$ cat src/rtl/seq_pkg.sv
// seq_pkg: shared state encodings, symbol constants and the BBCBC frame for pattern_gen and its detector
package seq_pkg;
  typedef enum logic [6:0] {
    IDLE  = 7'b0000001,
    S_B1  = 7'b0000010,
    S_B2  = 7'b0000100,
    S_C1  = 7'b0001000,
    S_B3  = 7'b0010000,
    S_C2  = 7'b0100000,
    S_GAP = 7'b1000000
  } state_t;
  localparam logic SYM_B = 1'b0;
  localparam logic SYM_C = 1'b1;
  localparam logic [4:0] FRAME = {SYM_B, SYM_B, SYM_C, SYM_B, SYM_C};
  function automatic logic sym_of(input state_t s);
    return s == S_B1 ? FRAME[4] : s == S_B2 ? FRAME[3] : s == S_C1 ? FRAME[2] :
           s == S_B3 ? FRAME[1] : s == S_C2 ? FRAME[0] : SYM_C;
  endfunction
  function automatic logic is_sym(input state_t s);
    return s inside {S_B1, S_B2, S_C1, S_B3, S_C2};
  endfunction
endpackage

$ cat src/rtl/pattern_gen_cnt.sv
// pattern_gen_cnt: frame and gap down-counters with load, saturating decrement and zero flags
module pattern_gen_cnt (
  input  logic       clk,
  input  logic       rst,
  input  logic       f_load,
  input  logic [3:0] f_val,
  input  logic       f_dec,
  input  logic       g_load,
  input  logic [2:0] g_val,
  input  logic       g_dec,
  output logic       f_zero,
  output logic       g_zero
);
  logic [3:0] f_cnt;
  logic [2:0] g_cnt;
  assign f_zero = f_cnt == 4'd0;
  assign g_zero = g_cnt == 3'd0;
  // load wins over decrement; decrement stops at zero so counts never wrap
  always_ff @(posedge clk or posedge rst)
    if (rst) begin
      f_cnt <= '0;
      g_cnt <= '0;
    end else begin
      if (f_load) f_cnt <= f_val;
      else if (f_dec && !f_zero) f_cnt <= f_cnt - 4'd1;
      if (g_load) g_cnt <= g_val;
      else if (g_dec && !g_zero) g_cnt <= g_cnt - 3'd1;
    end
endmodule

$ cat src/rtl/pattern_gen.sv
// pattern_gen: serial BBCBC frame generator with stall, inter-frame gap and optional abort (PATTERN_GEN_ABORT_EN)
module pattern_gen
  import seq_pkg::*;
#(
  parameter int GAP = 1
) (
  input  logic       clk,
  input  logic       rst,
  input  logic       start,
  input  logic [3:0] frames,
  input  logic       hold,
`ifdef PATTERN_GEN_ABORT_EN
  input  logic       abort,
`endif
  output logic       d,
  output logic       dv,
  output logic       busy,
  output logic       done
);
  localparam logic [2:0] GAP_LD = 3'(GAP == 0 ? 0 : GAP - 1);
  state_t state, nxt;
  logic f_load, f_dec, g_load, g_dec, f_zero, g_zero, ab;
`ifdef PATTERN_GEN_ABORT_EN
  assign ab = abort && state != IDLE;
`else
  assign ab = 1'b0;
`endif
  // frame counter holds frames remaining after the current one, so zero marks the last frame
  pattern_gen_cnt u_cnt (
    .clk(clk), .rst(rst),
    .f_load(f_load), .f_val(frames - 4'd1), .f_dec(f_dec),
    .g_load(g_load), .g_val(GAP_LD), .g_dec(g_dec),
    .f_zero(f_zero), .g_zero(g_zero)
  );
  // next state and counter controls; abort overrides hold, hold freezes everything else
  always_comb begin
    nxt = state;
    f_load = 1'b0;
    f_dec = 1'b0;
    g_load = 1'b0;
    g_dec = 1'b0;
    if (ab) nxt = IDLE;
    else if (!hold)
      case (state)
        IDLE: if (start && frames != 4'd0) begin
          nxt = S_B1;
          f_load = 1'b1;
        end
        S_B1: nxt = S_B2;
        S_B2: nxt = S_C1;
        S_C1: nxt = S_B3;
        S_B3: nxt = S_C2;
        S_C2: if (f_zero) nxt = IDLE;
        else begin
          f_dec = 1'b1;
          g_load = 1'b1;
          nxt = GAP == 0 ? S_B1 : S_GAP;
        end
        S_GAP: if (g_zero) nxt = S_B1;
        else g_dec = 1'b1;
        default: nxt = IDLE;
      endcase
  end
  // state and registered outputs; done fires on entry to the last frame's final symbol
  always_ff @(posedge clk or posedge rst)
    if (rst) begin
      state <= IDLE;
      d <= SYM_C;
      dv <= 1'b0;
      busy <= 1'b0;
      done <= 1'b0;
    end else begin
      state <= nxt;
      d <= hold && !ab ? d : sym_of(nxt);
      dv <= !hold && is_sym(nxt);
      busy <= nxt != IDLE;
      done <= state == S_B3 && nxt == S_C2 && f_zero;
    end
endmodule

$ cat config.mk
export PLATFORM = sky130hd
export DESIGN_NAME = pattern_gen
export DESIGN_NICKNAME = d
export VERILOG_FILES = /design/src/rtl/seq_pkg.sv /design/src/rtl/pattern_gen_cnt.sv /design/src/rtl/pattern_gen.sv
export SDC_FILE = /design/constraint.sdc
export NUM_CORES = 1
export LEC_CHECK = 0
export CAP_MARGIN = 20
export CORE_MARGIN = 2
export CORE_UTILIZATION = 50
export CTS_CLUSTER_DIAMETER = 150
export DETAILED_ROUTE_END_ITERATION = 6
export PLACE_DENSITY = 0.74
export SYNTH_ARGS = -nofsm -noshare
export SYNTH_HDL_FRONTEND = slang
export SYNTH_SLANG_ARGS = --single-unit
$ cat constraint.sdc
create_clock -name clk -period 2.5 [get_ports clk]
set_clock_uncertainty 0.15 [all_clocks]
set_input_delay 0.75 -clock clk [delete_from_list [all_inputs] [get_ports clk]]
set_output_delay 0.75 -clock clk [all_outputs]
set_load 0.01 [all_outputs]
* Word level (Yosys, flattened, before mapping) *
Cells that the tools add are included.

storage, ports and cells
  register bits = 18
  memory bits (writable) = 0
  output and inout port bits = 4
  memories kept = 0
  bits in read-only memories = 0
  bits in latches = 0
  input port bits = 8

cells by class
  add/subtract/negate cells = 3
  bitwise logic cells = 0
  muxes and demuxes = 22
  divide/modulo/power cells = 0
  equality and inequality tests = 13
  $mul = 0
  magnitude comparators = 0
  reductions and logical operators = 15
  shift-type cells = 0

operators by type and width
  cell                 number
  $pmux 7 s7           1
  $mux 7               4
  $eq 7x2->1 const B   2
  $eq 7x3->1 const B   2
  $eq 7x4->1 const B   2
  $eq 7x5->1 const B   2
  $eq 7x6->1 const B   2
  $mux 1               13
  $mux 4               2
  $sub 4x1->4 const B  2
  $eq 7x1->1 const B   1
  $eq 7x7->1 const B   1
  $ne 7x1->1 const B   1
  $logic_and 1x1->1    6
  $mux 3               2
  $reduce_bool 5->1    1
  $logic_not 4->1      1
  $reduce_bool 2->1    2
  $reduce_bool 4->1    1
  $logic_not 1->1      3
  $logic_not 3->1      1
  $sub 3x1->3 const B  1

* Depth between registers and ports, before layout *
  depth in word-level cells = 10
  gate-level depth with buffers = 10
  gate-level depth less buffers = 8

* Modules after synthesis *
Synthesis repeated with hierarchy kept, for this count alone.

unflattened totals
  cells, all modules = 128
  area, all modules = 1179.9 um^2

by module, submodules not included
  module           times used  cells each  area each (um^2)
  pattern_gen      1           82          755.7
  pattern_gen_cnt  1           46          424.2

* Least setup slack after synthesis *
OpenSTA, ideal clock, no wires.

  path type = register to register
  start = reg state[4]
  end = reg u_cnt.f_cnt[2]
  stages on the path, launching flop included = 11
  data required time = 2.216 ns
  arrival = 2.147 ns
  setup time = 0.134 ns
  clock period less this slack = 2.431 ns
  path buffers = 2
  path slack = 0.069 ns
  cell sequence = dfrtp_1 buf_2 or4_1 buf_2 nor4b_2 nand2_1 mux2i_1 ha_1 nand2_1 xor2_1 mux2i_1

between the ends
  word-level cells in the longest chain between the ends = 5

ends and longest elaborated chain
  item                         line                   source
  start: declaration           pattern_gen.sv:21      state_t state, nxt;
  start signal: assignment     pattern_gen.sv:73      state <= nxt;
  $eq 7x6->1                   pattern_gen.sv:44      case (state)
  $mux 1                       pattern_gen.sv:44
  $mux 1                       pattern_gen.sv:43      else if (!hold)
  $logic_and 1x1->1            pattern_gen_cnt.sv:25  else if (f_dec && !f_zero) f_cnt <= f_cnt - 4'd1;
  $reduce_bool 2->1 (no line)  --
  end signal: assignment       pattern_gen_cnt.sv:24  if (f_load) f_cnt <= f_val;
  end signal: assignment       pattern_gen_cnt.sv:25
  end: declaration             pattern_gen_cnt.sv:14  logic [3:0] f_cnt;

Several ways; a longest one is shown, not always the timed one.
A chain may end at the register's enable or synchronous reset.

* Worst setup path in the final report *
  start = in frames[1]
  end = reg u_cnt.f_cnt[2]

between the ends
  word-level cells in the longest chain between the ends = 6

ends and longest elaborated chain
  item                                                line               source
  start: declaration                                  pattern_gen.sv:10  input logic [3:0] frames,
  $reduce_bool 4->1                                   pattern_gen.sv:45  IDLE: if (start && frames != 4'd0) begin
  $logic_and 1x1->1                                   pattern_gen.sv:45
  $mux 1                                              pattern_gen.sv:45
  $mux 1                                              pattern_gen.sv:44
  $mux 1                                              pattern_gen.sv:43
  $mux 4 / $reduce_bool 2->1 (equally long branches)  --

Several ways; a longest one is shown, not always the timed one.

==> reports/results.tsv <==
stage	metric	value	unit
logic_synthesis	Synth top area share	34.4	%
worst_setup_path	CP Max Fanout	4	
timing	Final Hold Vio Count	0	
floorplanning	row cnt	17	
logic_synthesis	Yosys top cell by area	dfrtp_1	
pwr	Clock Power Share	12.4	%
logic_synthesis	mapped cell area	1160	sq um
logic_synthesis	fraction of synthesized cell area in xor and xnor cells	4.52	%
logic_synthesis	Main synth FF type	dfrtp_1	
final_layout	Cell Count, Final, Fillers Out	179	
placed_design	gpl congestion	0.967	
clocking	CTS Buffer Depth	2	
logic_synthesis	most frequent cell after synthesis	dfrtp_1	
logic_synthesis	Synth Area per Inst	9.62	sq um
timing	Slew Viols, Final	0	
floorplanning	core area	2210	sq um
worst_setup_path	Crit Path Class	in -> reg	
timing	Final WS setup	0.0390	ns
logic_synthesis	cells taking the most area after synthesis	dfrtp_1 34%, nor2_1 4.8%, dfstp_2 4.5%	
pwr	Pleak	0.676	nW
clocking	CTS Buf Count	3	
pwr	Pint	0.894	mW
global_route	first-pass GRT wire length	4650	um
worst_setup_path	Worst EP required	2.57	ns
floorplanning	# IOs	12	
pwr	Gate power share	53.0	%
detailed_routing	DRT antenna net count	0	
floorplanning	initial core utilization	52.6	%
floorplanning	Die Y-Extent	52.2	um
global_route	initial antenna violation count	0	
clocking	CTS sink count	18	
logic_synthesis	Post-Synthesis Cells	121	
logic_synthesis	asr flop ratio synth	100	%
clocking	CTS hold repair buffers	0	
clocking	H-tree depth	1	
clocking	post-cts sizing count	0	
pwr	maximum vdd ir drop	0.691	mV
pwr	Sw Pwr	0.587	mW
detailed_routing	wire per inst	15.2	um
placed_design	dpl hpwl	2100	um
timing	Slew @ Worst Pin	0.517	ns
logic_synthesis	mux cell area share after synthesis	5.38	%
logic_synthesis	EDFF count, synth	0	
detailed_routing	Vias/cell	5.84	
worst_setup_path	reg2reg path depth	8	
logic_synthesis	Syn Nets	132	
clocking	setup bufs post-CTS	0	
timing	Finish-stage setup viols	0	
logic_synthesis	main combinational cell family by area after synthesis	simple AND/OR/NAND/NOR gates	
pwr	Seq pwr share	34.6	%
clocking	clk_lat worst skew	0.30	ns
logic_synthesis	Synth Register Bits	18	
global_route	vias in the first global route	1082	
final_layout	Layout Area Growth over Synthesis	28.9	%
floorplanning	Die Footprint	2730	sq um
timing	final worst-path cycle share	98.4	%
worst_setup_path	critical path launch point type	input pin	
timing	setup tns final	0	ns
logic_synthesis	Adder-Cell Fraction of Synth Area	3.23	%
run_status	status	completed	
detailed_routing	# DRC	0	
detailed_routing	first-pass iteration count of the detailed router	4	
logic_synthesis	Compound-Gate Fraction of Synth Area	14.8	%
worst_setup_path	Worst Path Arrival	2.53	ns
pwr	pwr/cell area	987	nW/um^2
timing	RSZ-0062 raised after global routing	yes	
logic_synthesis	yosys warns	0	
global_route	grt ovf	0	
min_path	Hold Path Class	reg -> reg	
placed_design	DP Worst Slack	-0.300	ns
clocking	CTS clk-pin slew, worst paths	0.11	ns
worst_setup_path	crit path from	frames[1]	
final_layout	ratio of cells with drive above 1 in the final layout	27.8	%
final_layout	# fillers	201	
timing	Period minus WS final	2.46	ns
logic_synthesis	Synth top cells by count	16 x dfrtp_1, 15 x nor2_1, 12 x nand2_1, 7 x inv_1	
clocking	CTS root buf	clkbuf_4	
pwr	switch share	39.6	%
global_route	pin count of the biggest net entering global routing	19	
detailed_routing	vias	1046	
logic_synthesis	area share of and/or/nand/nor cells after synthesis	27.7	%
final_layout	fin nets	163	
detailed_routing	final wirelength	2710	um
global_route	All-Layer GR Usage	23.3	%
final_layout	diode count	0	
pwr	Tot Pwr	1.48	mW
timing	Slew HR	65.3	%
worst_setup_path	FF-to-FF Start	state[4]	
placed_design	DP Cell Count	175	
worst_setup_path	r2r setup slk	0.13	ns
logic_synthesis	sequential area share after synthesis	38.9	%
logic_synthesis	post-synth cell types	43	
worst_setup_path	Reg-to-Reg End	u_cnt.f_cnt[2]	
worst_setup_path	Critical Path Sink	u_cnt.f_cnt[2]	
floorplanning	die width	52.2	um
timing	Hold WS	0.397	ns
worst_setup_path	crit end category	register	
clocking	CTS tree	done	
job	MaxCap Viol Count	0	
timing	f_max	406	MHz
detailed_routing	DR iter-0 viols	17	
placed_design	IO Port Bufs	11	
-- cells in the final DEF (no fill, tap or decap), types with 2 or more instances in the layout --
cell type,count
nor4_1,3
mux2_2,2
or4_1,2
nor4b_2,2
a22o_1,2
o211ai_1,2
dfstp_2,2
clkdlybuf4s50_1,11
nor3_1,3
nor2_1,15
or2_1,2
o31ai_1,3
nor2b_1,2
mux2i_1,3
dfrtp_1,16
a21oi_1,3
nand4b_1,2
nor4_2,2
xor2_1,2
nand2_1,11
xnor2_1,4
ha_1,2
inv_1,7
buf_4,21
clkbuf_4,3
a32oi_1,2
-- cells by family after synthesis --
group	after synthesis
compound gates	21
xor+xnor	6
fa+ha+maj	3
buf+inv	14
flops	18
mux	6
simple gates	53
-- flip-flops by register name (all words and copies together), names as in the netlist --
register / cells
busy: 1
u_cnt.f_cnt: 4
state: 7
dv: 1
done: 1
d: 1
u_cnt.g_cnt: 3
-- per-layer routing --
metal  global-route usage (%)  part of all wire [%]
met1                     27.6                    41
met2                     42.4                    52
met3                     3.14                   4.7
met4                     8.55                   1.5
met5                        0                     0
-- worst max-delay path, stage by stage --
cell and delay (ns):
clkdlybuf4s50_1 0.41, o41a_1 0.46, nand2_2 0.13, mux2i_2 0.23, ha_2 0.21, nand2_1 0.06
xor2_1 0.14, mux2i_1 0.14
-- layout make-up --
cell class                 instances  area [sq um]  share of cell area (%)
multi-input combinational         89           662                    44.1
sequential                        18           453                    30.2
timing repair buffer              33           288                    19.2
clock buffer                       4          36.3                    2.42
tap                               28          35.0                    2.34
inverter                           7          26.3                    1.75
-- stage by stage --
stage / util, % / cell area [sq um]
6_report: 67.8 / 1500
3_5_place_dp: 65.6 / 1450
3_3_place_gp: 65.6 / 1450
4_1_cts: 67.2 / 1490
2_1_floorplan: - / 1160
5_1_grt: 67.8 / 1500
-- how the worst min path moves through the flow --
stage	startpoint	to	slack [ns]	cells after the start
finish	u_cnt.f_cnt[3]	u_cnt.f_cnt[3]	0.40	2
global route	u_cnt.f_cnt[3]	u_cnt.f_cnt[3]	0.44	2
CTS	u_cnt.f_cnt[3]	u_cnt.f_cnt[3]	0.41	2
detailed placement	u_cnt.f_cnt[3]	u_cnt.f_cnt[3]	0.38	2
global placement	u_cnt.g_cnt[0]	u_cnt.g_cnt[0]	0.38	2
floorplan	u_cnt.f_cnt[3]	u_cnt.f_cnt[3]	0.34	2
-- power by group through the flow --
stage	clock network (mW)	logic, mW	registers (mW)
floorplan	0	0.532	0.484
global placement	0	0.737	0.511
detailed placement	0	0.767	0.513
CTS	0.186	0.772	0.509
global route	0.196	0.866	0.530
finish	0.183	0.785	0.512
No activity file was read; power rests on OpenSTA's default activity.
